**config.mk**
```make
export PLATFORM = sky130hd
export DESIGN_NAME = tt_mux_ctrl
export DESIGN_NICKNAME = d
export VERILOG_FILES = /design/src/rtl/tt_mux_ctrl.sv
export SDC_FILE = /design/constraint.sdc
export NUM_CORES = 1
export LEC_CHECK = 0
export ABC_AREA = 1
export BUFFER_PORTS_ARGS = -buffer_cell sky130_fd_sc_hd__buf_2
export CORE_AREA = 4 4 182 184
export DETAILED_ROUTE_END_ITERATION = 8
export DIE_AREA = 0 0 186 188
export HOLD_SLACK_MARGIN = 0.02
export PLACE_DENSITY_LB_ADDON = 0.15
export SLEW_MARGIN = 25
export SYNTH_ARGS = -nofsm -noshare
export SYNTH_HDL_FRONTEND = slang
export SYNTH_SLANG_ARGS = --single-unit
```
**constraint.sdc**
```tcl
create_clock -name clk -period 2.1 [get_ports clk]
set_input_delay 0.315 -clock clk [delete_from_list [all_inputs] [get_ports clk]]
set_output_delay 0.315 -clock clk [all_outputs]
set_load 0.01 [all_outputs]
```
**src/rtl/tt_mux_ctrl.sv**
```systemverilog
// tt_mux_ctrl: project mux controller sitting in front of the per-project wrappers.
// Holds the selected-project address, which is stepped from the pads by sel_inc
// (a rising edge increments) and cleared by sel_rst_n. Drives the one-hot wrapper
// enables and the shared iw bus, and returns the selected wrapper's ow to the pads.
// A guard FSM keeps every project disabled (iw bus zero, so the wrapped clk and
// rst_n are low) for GUARD cycles after any address change.
//
// Optional build macro TT_MUX_OW_REG_EN: registers ow_pad, adding one clk of
// latency. The register is zeroed on the same edge that leaves ACTIVE, so no
// stale project data reaches the pads after a deselect.

// Per-project lane: enable decode and masked output slice for one wrapper.
module tt_mux_lane #(
  parameter int ADDR_W  = 4,
  parameter int LANE_ID = 0
) (
  input  logic              act,
  input  logic [ADDR_W-1:0] addr,
  input  logic [23:0]       ow_in,
  output logic              ena,
  output logic [23:0]       ow_out
);

  localparam logic [ADDR_W-1:0] ID = ADDR_W'(LANE_ID);

  assign ena    = act && (addr == ID);
  assign ow_out = ena ? ow_in : 24'h0;

endmodule

module tt_mux_ctrl #(
  parameter int N_PROJ = 16,
  parameter int ADDR_W = 4,
  parameter int GUARD  = 4
) (
  input  logic                 clk,
  input  logic                 rst_n,
  input  logic                 sel_rst_n,
  input  logic                 sel_inc,
  input  logic                 ctrl_ena,
  input  logic [17:0]          iw_pad,
  output logic [23:0]          ow_pad,
  output logic [17:0]          iw_bus,
  output logic [N_PROJ-1:0]    ena_vec,
  input  logic [N_PROJ*24-1:0] ow_bus,
  output logic [ADDR_W-1:0]    cur_addr,
  output logic                 active
);

  typedef enum logic [1:0] {
    IDLE   = 2'd0,
    SWITCH = 2'd1,
    ACTIVE = 2'd2
  } state_t;

  localparam logic [7:0] GLOAD = 8'(GUARD - 1);

  // Pad synchronizers. Each resets to its inactive level so a reset never
  // looks like a pad event.
  logic srst_s1, srst_s2;
  logic inc_s1, inc_s2, inc_s3;
  logic ena_s1, ena_s2;

  logic inc_pulse;
  logic addr_evt;

  state_t     state, nstate;
  logic [7:0] gcnt, gcnt_n;

  logic [ADDR_W-1:0]         addr_q;
  logic                      act;
  logic [N_PROJ-1:0][23:0]   ow_lane;
  logic [23:0]               ow_sel;

  // Two-flop synchronizers for the pad controls, plus a third flop on sel_inc
  // to hold the previous synced value for edge detection.
  always_ff @(posedge clk or negedge rst_n) begin
    if (!rst_n) begin
      srst_s1 <= 1'b1;
      srst_s2 <= 1'b1;
      inc_s1  <= 1'b0;
      inc_s2  <= 1'b0;
      inc_s3  <= 1'b0;
      ena_s1  <= 1'b0;
      ena_s2  <= 1'b0;
    end else begin
      srst_s1 <= sel_rst_n;
      srst_s2 <= srst_s1;
      inc_s1  <= sel_inc;
      inc_s2  <= inc_s1;
      inc_s3  <= inc_s2;
      ena_s1  <= ctrl_ena;
      ena_s2  <= ena_s1;
    end
  end

  // One cycle per synced rising edge of sel_inc.
  assign inc_pulse = inc_s2 & ~inc_s3;

  // An increment always changes the address (modulo wrap still differs), and
  // a held clear counts as a change every cycle, even when already at zero.
  assign addr_evt = ~srst_s2 | inc_pulse;

  // Address counter: clear wins over a coincident increment; wraps naturally.
  always_ff @(posedge clk or negedge rst_n) begin
    if (!rst_n) begin
      addr_q <= '0;
    end else if (!srst_s2) begin
      addr_q <= '0;
    end else if (inc_pulse) begin
      addr_q <= addr_q + 1'b1;
    end
  end

  // Guard FSM state and counter registers.
  always_ff @(posedge clk or negedge rst_n) begin
    if (!rst_n) begin
      state <= IDLE;
      gcnt  <= 8'd0;
    end else begin
      state <= nstate;
      gcnt  <= gcnt_n;
    end
  end

  // Guard FSM next state: any address change (re)starts the guard window, and
  // ACTIVE is only reached once the window expires with ctrl_ena still high.
  always_comb begin
    nstate = state;
    gcnt_n = gcnt;
    case (state)
      IDLE: begin
        if (ena_s2) begin
          nstate = SWITCH;
          gcnt_n = GLOAD;
        end
      end
      SWITCH: begin
        if (!ena_s2) begin
          nstate = IDLE;
        end else if (addr_evt) begin
          gcnt_n = GLOAD;
        end else if (gcnt == 8'd0) begin
          nstate = ACTIVE;
        end else begin
          gcnt_n = gcnt - 8'd1;
        end
      end
      ACTIVE: begin
        if (!ena_s2) begin
          nstate = IDLE;
        end else if (addr_evt) begin
          nstate = SWITCH;
          gcnt_n = GLOAD;
        end
      end
      default: begin
        nstate = IDLE;
      end
    endcase
  end

  assign act      = (state == ACTIVE);
  assign active   = act;
  assign cur_addr = addr_q;

  // Zero outside ACTIVE keeps the wrapped project's clk and rst_n low.
  assign iw_bus = act ? iw_pad : 18'h0;

  // One lane per wrapper; an address past N_PROJ-1 matches no lane, so the
  // enables and the returned output both go to zero.
  genvar k;
  generate
    for (k = 0; k < N_PROJ; k++) begin : g_lane
      tt_mux_lane #(
        .ADDR_W  (ADDR_W),
        .LANE_ID (k)
      ) u_lane (
        .act    (act),
        .addr   (addr_q),
        .ow_in  (ow_bus[k*24 +: 24]),
        .ena    (ena_vec[k]),
        .ow_out (ow_lane[k])
      );
    end
  endgenerate

  // Enables are one-hot-or-zero, so an OR of the masked slices is the mux.
  always_comb begin
    ow_sel = 24'h0;
    for (int i = 0; i < N_PROJ; i++) begin
      ow_sel = ow_sel | ow_lane[i];
    end
  end

`ifdef TT_MUX_OW_REG_EN
  logic [23:0] ow_q;

  // Registered pad output, cleared on the edge that leaves ACTIVE.
  always_ff @(posedge clk or negedge rst_n) begin
    if (!rst_n) begin
      ow_q <= 24'h0;
    end else if (nstate == ACTIVE) begin
      ow_q <= ow_sel;
    end else begin
      ow_q <= 24'h0;
    end
  end

  assign ow_pad = ow_q;
`else
  assign ow_pad = ow_sel;
`endif

endmodule

```
======== Yosys cells after proc, flatten, opt, wreduce, memory -nomap -nowiden ========
Index checks and enable logic that the tools add are counted.
cells by class
  add/subtract/negate cells ............... 2
  equal/unequal tests ..................... 26
  mux-type cells .......................... 33
  bitwise gates (word level) .............. 19
  reduce and logical (&&, ||, !) cells .... 22
operators with widths
  kind                                                 count
  two-way mux 24 bit                                   16
  bitwise OR 24 bit                                    15
  two-way mux 8 bit                                    6
  equality test 4 bit, second input constant           8
  one-hot mux 8 bit (3 select lines)                   1
  two-way mux 18 bit                                   1
  equality test 4 x 3 -> 1 bit, second input constant  4
  logical AND 1 bit                                    16
  two-way mux 2 bit                                    6
  inequality test 3 bit, second input constant         4
  equality test 4 x 2 -> 1 bit, second input constant  2
  logical NOT 8 bit                                    1
  two-way mux 4 bit                                    2
  inequality test 2 bit, second input constant         4
  subtractor 8 x 1 -> 8 bit, second input constant     1
  one-hot mux 2 bit (3 select lines)                   1
  AND reduction 6 bit                                  1
  adder 4 x 1 -> 4 bit, second input constant          1
  equality test 4 x 1 -> 1 bit, second input constant  1
  logical NOT 4 bit                                    1
  AND reduction 4 bit                                  1
  nonzero test 3 bit                                   1
  equality test 2 x 1 -> 1 bit, second input constant  1
  equality test 2 bit, second input constant           1
  5 further kinds                                      6
word-level totals
  register bits ........................... 21
  bits of input ports ..................... 407
  word-level logic and storage cells ...... 112

======== Longest topological paths before layout ========
  depth in word-level cells ............... 18
  depth in mapped cells ................... 11
  mapped depth without buffers ............ 10

======== By module ========
A second synthesis with hierarchy kept.
unflattened totals
  cells, all modules ...................... 1,179
  area total of the unflattened synthesis .. 7,144.4 µm²
by module, submodules not included
  module                                times used  cells an instance  area an instance (µm²)
  tt_mux_ctrl                           1           284                1,951.9
  tt_mux_lane at g_lane[10].u_lane ...  4           57                 392.9
  tt_mux_lane at g_lane[13].u_lane ...  2           56                 389.1
  tt_mux_lane at g_lane[11].u_lane ...  3           56                 232.7
  tt_mux_lane at g_lane[4].u_lane ...   2           56                 289.0
  tt_mux_lane at g_lane[1].u_lane ...   2           55                 280.3
  tt_mux_lane at g_lane[15].u_lane      1           55                 390.4
  tt_mux_lane at g_lane[0].u_lane       1           54                 337.8
  tt_mux_lane at g_lane[3].u_lane       1           56                 277.8

======== Least setup slack after synthesis ========
Ideal clock, no wire load.
  kind .................................... register -> output
  start ................................... register addr_q[0] (netlist: cur_addr[0])
  end ..................................... output ow_pad[19]
  arrival time ............................ 1.560 ns
  data required time ...................... 1.785 ns
  setup slack ............................. 0.225 ns
  stages on the path, launching flop included .. 11
  path buffers ............................ 1
  cells stage by stage .................... dfrtp_1 -> inv_1 -> ha_1 -> nand3_4 -> nor2_4 -> buf_4 -> nand2_1 -> and2_1 -> nand2_1 -> nor2_1 -> nand2_1
on the way
  cells in the longest elaborated chain, start to end .. 18
  elaborated cells on any way between the ends .. 63
RTL lines
  element                                                            line  source
  start: declaration                                                 70    logic [ADDR_W-1:0] addr_q;
  start signal: assignment                                           111   addr_q <= addr_q + 1'b1;
  equality test 4 x 1 -> 1 bit or logical NOT 4 bit (tied branches)  26    assign ena = act && (addr == ID);
  logical AND 1 bit                                                  26
  two-way mux 24 bit                                                 27    assign ow_out = ena ? ow_in : 24'h0;
  bitwise OR 24 bit (14 in series)                                   192   ow_sel = ow_sel | ow_lane[i];
  bitwise OR 24 bit *                                                192
  end: declaration                                                   42    output logic [23:0] ow_pad,
Mark *: on every way between the ends. The rest lies on a longest branch, timed or not.

======== Final worst setup path ========
  start ................................... register addr_q[0] (netlist: cur_addr[0])
  end ..................................... output ow_pad[13]
The elaborated chain is that of the path after synthesis.

==> insert_results.sql <==
INSERT INTO impl_metrics (metric_group, metric, value, unit) VALUES
('status', 'run_status', 'complete, but fails checks', ''),
('status', 'violations_in_the_final_reports', 'setup timing', ''),
('cells_and_area', 'layout.cells.most_common', 'sky130_fd_sc_hd__nand2_1', ''),
('setup_path', 'critPathArrivalTime', '2.06', 'ns'),
('synth', 'avgSynthCellArea', '4.909', 'um2'),
('synth', 'synth_area_leader_cell', 'sky130_fd_sc_hd__nand2_1', ''),
('clock_tree', 'cts.reportedPaths.clkPinSlew', '0.06', 'ns'),
('timing', 'max_slew_violation_count', '0', ''),
('detailed_routing', 'drtIter0Drc', '323', ''),
('synth', 'netlist-cell-type-count', '26', ''),
('run', 'max-cap-violations', '0', ''),
('global_routing', 'grt_antenna_before_repair', '20', ''),
('global_routing', 'via_count_of_the_first_global_routing_pass', '7640', ''),
('power', 'total_power', '0.002480', 'W'),
('power', 'power.switching_fraction', '0.4215', ''),
('cells_and_area', 'post_route_cells_drive_above_1_share', '0.4535', ''),
('power', 'power_leakage', '4.997', 'nW'),
('cells_and_area', 'utilization', '0.2807', ''),
('detailed_routing', 'drt-wirelength-per-cell', '19.47', 'um'),
('clock_tree', 'clk_root_buffer_cell', 'sky130_fd_sc_hd__clkbuf_16', ''),
('clock_tree', 'numCtsBuffers', '3', ''),
('global_routing', 'grt_first_pass_wirelength', '49.70', 'mm'),
('timing', 'timing_worst_slew_pin_value', '0.4988', 'ns'),
('die', 'chip_height', '188', 'um'),
('power', 'power_report.internal_total', '0.001434', 'W'),
('place', 'gp_routability_congestion', '0.9023', ''),
('cells_and_area', 'mostFrequentLayoutCells', 'sky130_fd_sc_hd__nand2_1, sky130_fd_sc_hd__buf_2, sky130_fd_sc_hd__inv_1, sky130_fd_sc_hd__nor2_1, sky130_fd_sc_hd__buf_4', ''),
('power', 'vdd_drop_max', '404.4', 'uV'),
('detailed_routing', 'finalWirelength', '36.78', 'mm'),
('place', 'dp.final_hpwl', '31.38', 'mm'),
('clock_tree', 'cts_buffer_depth', '2', ''),
('setup_path', 'worstSetupEndpointType', 'output pin', ''),
('synth', 'synth_seq_cells', '21', ''),
('detailed_routing', 'drt_drc_violations_left', '0', ''),
('die', 'core.rowCount', '65', ''),
('place', 'place_inst', '1841', ''),
('clock_tree', 'cts-htree-levels', '1', ''),
('clock_tree', 'insertion_delay', '0.25', 'ns'),
('synth', 'syn_nets', '1349', ''),
('detailed_routing', 'wl_met3', '2.407', 'mm'),
('detailed_routing', 'vias', '7829', ''),
('cells_and_area', 'syn_to_final_growth', '91.80', '%'),
('timing', 'timing.max_slew.rel_slack', '0.6675', ''),
('timing', 'max_freq', '421.2', 'MHz'),
('timing', 'final_period_minus_worst_setup_slack', '2.374', 'ns'),
('synth', 'synth_cells', '936', ''),
('global_routing', 'grt_util_all_layers', '0.1925', ''),
('cells_and_area', 'final_cell_count_without_fillers', '1889', ''),
('die', 'design.die.area', '34970', 'um2'),
('power', 'pwr_density_cell', '281.4', 'nW/um2'),
('cells_and_area', 'num-fill-cells', '3708', ''),
('timing', 'finClkSkew', '0.004229', 'ns'),
('setup_path', 'cp_num_buf_inv', '4', ''),
('setup_path', 'cp.required', '1.78', 'ns'),
('timing', 'setup_viol_count_final', '24', ''),
('die', 'fp.coreArea', '31390', 'um2'),
('setup_path', 'worst-setup-path-type', 'reg -> out', ''),
('power', 'power.switching', '0.001045', 'W'),
('timing', 'setup_slack_after_layout', '-0.2739', 'ns'),
('power', 'power_frac_comb', '0.616', ''),
('setup_path', 'critical_path.slowest_cell', 'sky130_fd_sc_hd__dfrtp_2', ''),
('clock_tree', 'clock_sink_count', '21', ''),
('synth', 'post_synth_instance_area', '4594', 'um2'),
('power', 'power_frac_clock', '0.165', ''),
('setup_path', 'critPathMaxStageDelay', '0.45', 'ns'),
('detailed_routing', 'm1WireLength', '14.90', 'mm'),
('timing', 'fin_crit_sh', '1.130', ''),
('synth', 'yosysTopAreaCellShare', '0.4502', ''),
('place', 'place.port_buffers', '469', ''),
('die', 'initial_core_utilization', '0.1464', ''),
('die', 'ioPinCount', '470', '');
cells by family (layout without fill, tap and decap cells):
family                     count (synthesis)  after routing  synth area share
AOI/OAI and AO/OA                         14             14           0.01743
xor gates and xnor gates                   2              2          0.003813
adders and majority gates                  6              6           0.01634
buffers and inverters                    134            671            0.1386
DFF                                       21             21            0.1149
other                                      0             14                 0
and+or+nand+nor                          759            759            0.7089
layout make-up:
class / count / area, um2 / share of cell area
repair buffers: 583 / 3727 / 0.4230
multi-input cells: 781 / 3615 / 0.4102
flip-flops and latches: 21 / 531.8 / 0.06034
well taps: 402 / 503.0 / 0.05708
inverters: 84 / 320.3 / 0.03635
clock buffers: 3 / 75.07 / 0.008519
diodes: 14 / 35.03 / 0.003976
clock inverters: 1 / 5.005 / 0.0005679
cells in the mapped netlist:
| master | number |
|---|---|
| sky130_fd_sc_hd__nand2_4 | 1 |
| sky130_fd_sc_hd__nand4_1 | 49 |
| sky130_fd_sc_hd__ha_1 | 6 |
| sky130_fd_sc_hd__dfstp_2 | 2 |
| sky130_fd_sc_hd__nand3_1 | 20 |
| sky130_fd_sc_hd__o21ai_1 | 1 |
| sky130_fd_sc_hd__a211oi_1 | 1 |
| sky130_fd_sc_hd__o21ai_0 | 9 |
| sky130_fd_sc_hd__inv_2 | 1 |
| sky130_fd_sc_hd__nand3_4 | 4 |
| sky130_fd_sc_hd__inv_1 | 83 |
| sky130_fd_sc_hd__nor2_4 | 16 |
| sky130_fd_sc_hd__buf_2 | 20 |
| sky130_fd_sc_hd__dfrtp_1 | 19 |
| sky130_fd_sc_hd__and2_0 | 14 |
| sky130_fd_sc_hd__nor3_1 | 2 |
| sky130_fd_sc_hd__nand2_2 | 2 |
| sky130_fd_sc_hd__nand2_1 | 551 |
| sky130_fd_sc_hd__clkbuf_1 | 2 |
| sky130_fd_sc_hd__xor2_1 | 2 |
| sky130_fd_sc_hd__buf_6 | 1 |
| sky130_fd_sc_hd__o211ai_2 | 1 |
| sky130_fd_sc_hd__buf_4 | 27 |
| sky130_fd_sc_hd__nor2_1 | 86 |
| sky130_fd_sc_hd__and2_1 | 14 |
| sky130_fd_sc_hd__a21oi_1 | 2 |
sequential cells by signal, summed over array words and instances, names as in the netlist:
register,count
cur_addr,4
ena_s1,1
ena_s2,1
gcnt,8
inc_s1,1
inc_s2,1
inc_s3,1
srst_s1,1
srst_s2,1
state,2
power groups by stage:
stage               sequential [W]  combinational [W]  clock, W
finish                    0.000543            0.00153  0.000409
global route              0.000551            0.00168  0.000440
CTS                       0.000541            0.00151  0.000419
detailed placement        0.000540            0.00140         0
global placement          0.000539            0.00141         0
floorplan                 0.000533           0.000609         0
timing repair:
action,4_1_cts,5_1_grt
pin swaps,29,20
cloned,1,0
endpoints found under the setup margin,27,25
resized for setup,81,41
setup buffers,29,3
final timing paths:
check | startpoint | endpoint | slack [ns] | cells past startpoint
hold / removal | rst_n | gcnt[0] | 0.02 | 1
setup reg to reg | state[1] | gcnt[5] | 0.50 | 7
setup / recovery | cur_addr[0] | ow_pad[13] | -0.27 | 11
max in group asynchronous | rst_n | cur_addr[1] | 1.71 | 1
hold reg to reg | inc_s1 | inc_s2 | 0.35 | 0
min in group clk | sel_rst_n | srst_s1 | 0.16 | 1
per-stage QoR:
| stage | setup WS, ns | area, um2 |
|---|---|---|
| 2_1_floorplan | 0.2249 | 4594 |
| 3_3_place_gp | -0.1108 | 8016 |
| 3_5_place_dp | -0.1029 | 8016 |
| 4_1_cts | -0.2857 | 8630 |
| 5_1_grt | -0.4054 | 8807 |
| 6_report | -0.2739 | 8812 |
per-layer routing:
metal	global-route usage	up-vias
li1	-	3926
met1	0.2355	3517
met2	0.3507	329
met3	0.03026	43
met4	0.04400	14
met5	0	-
(Power assumes the default switching activity.)
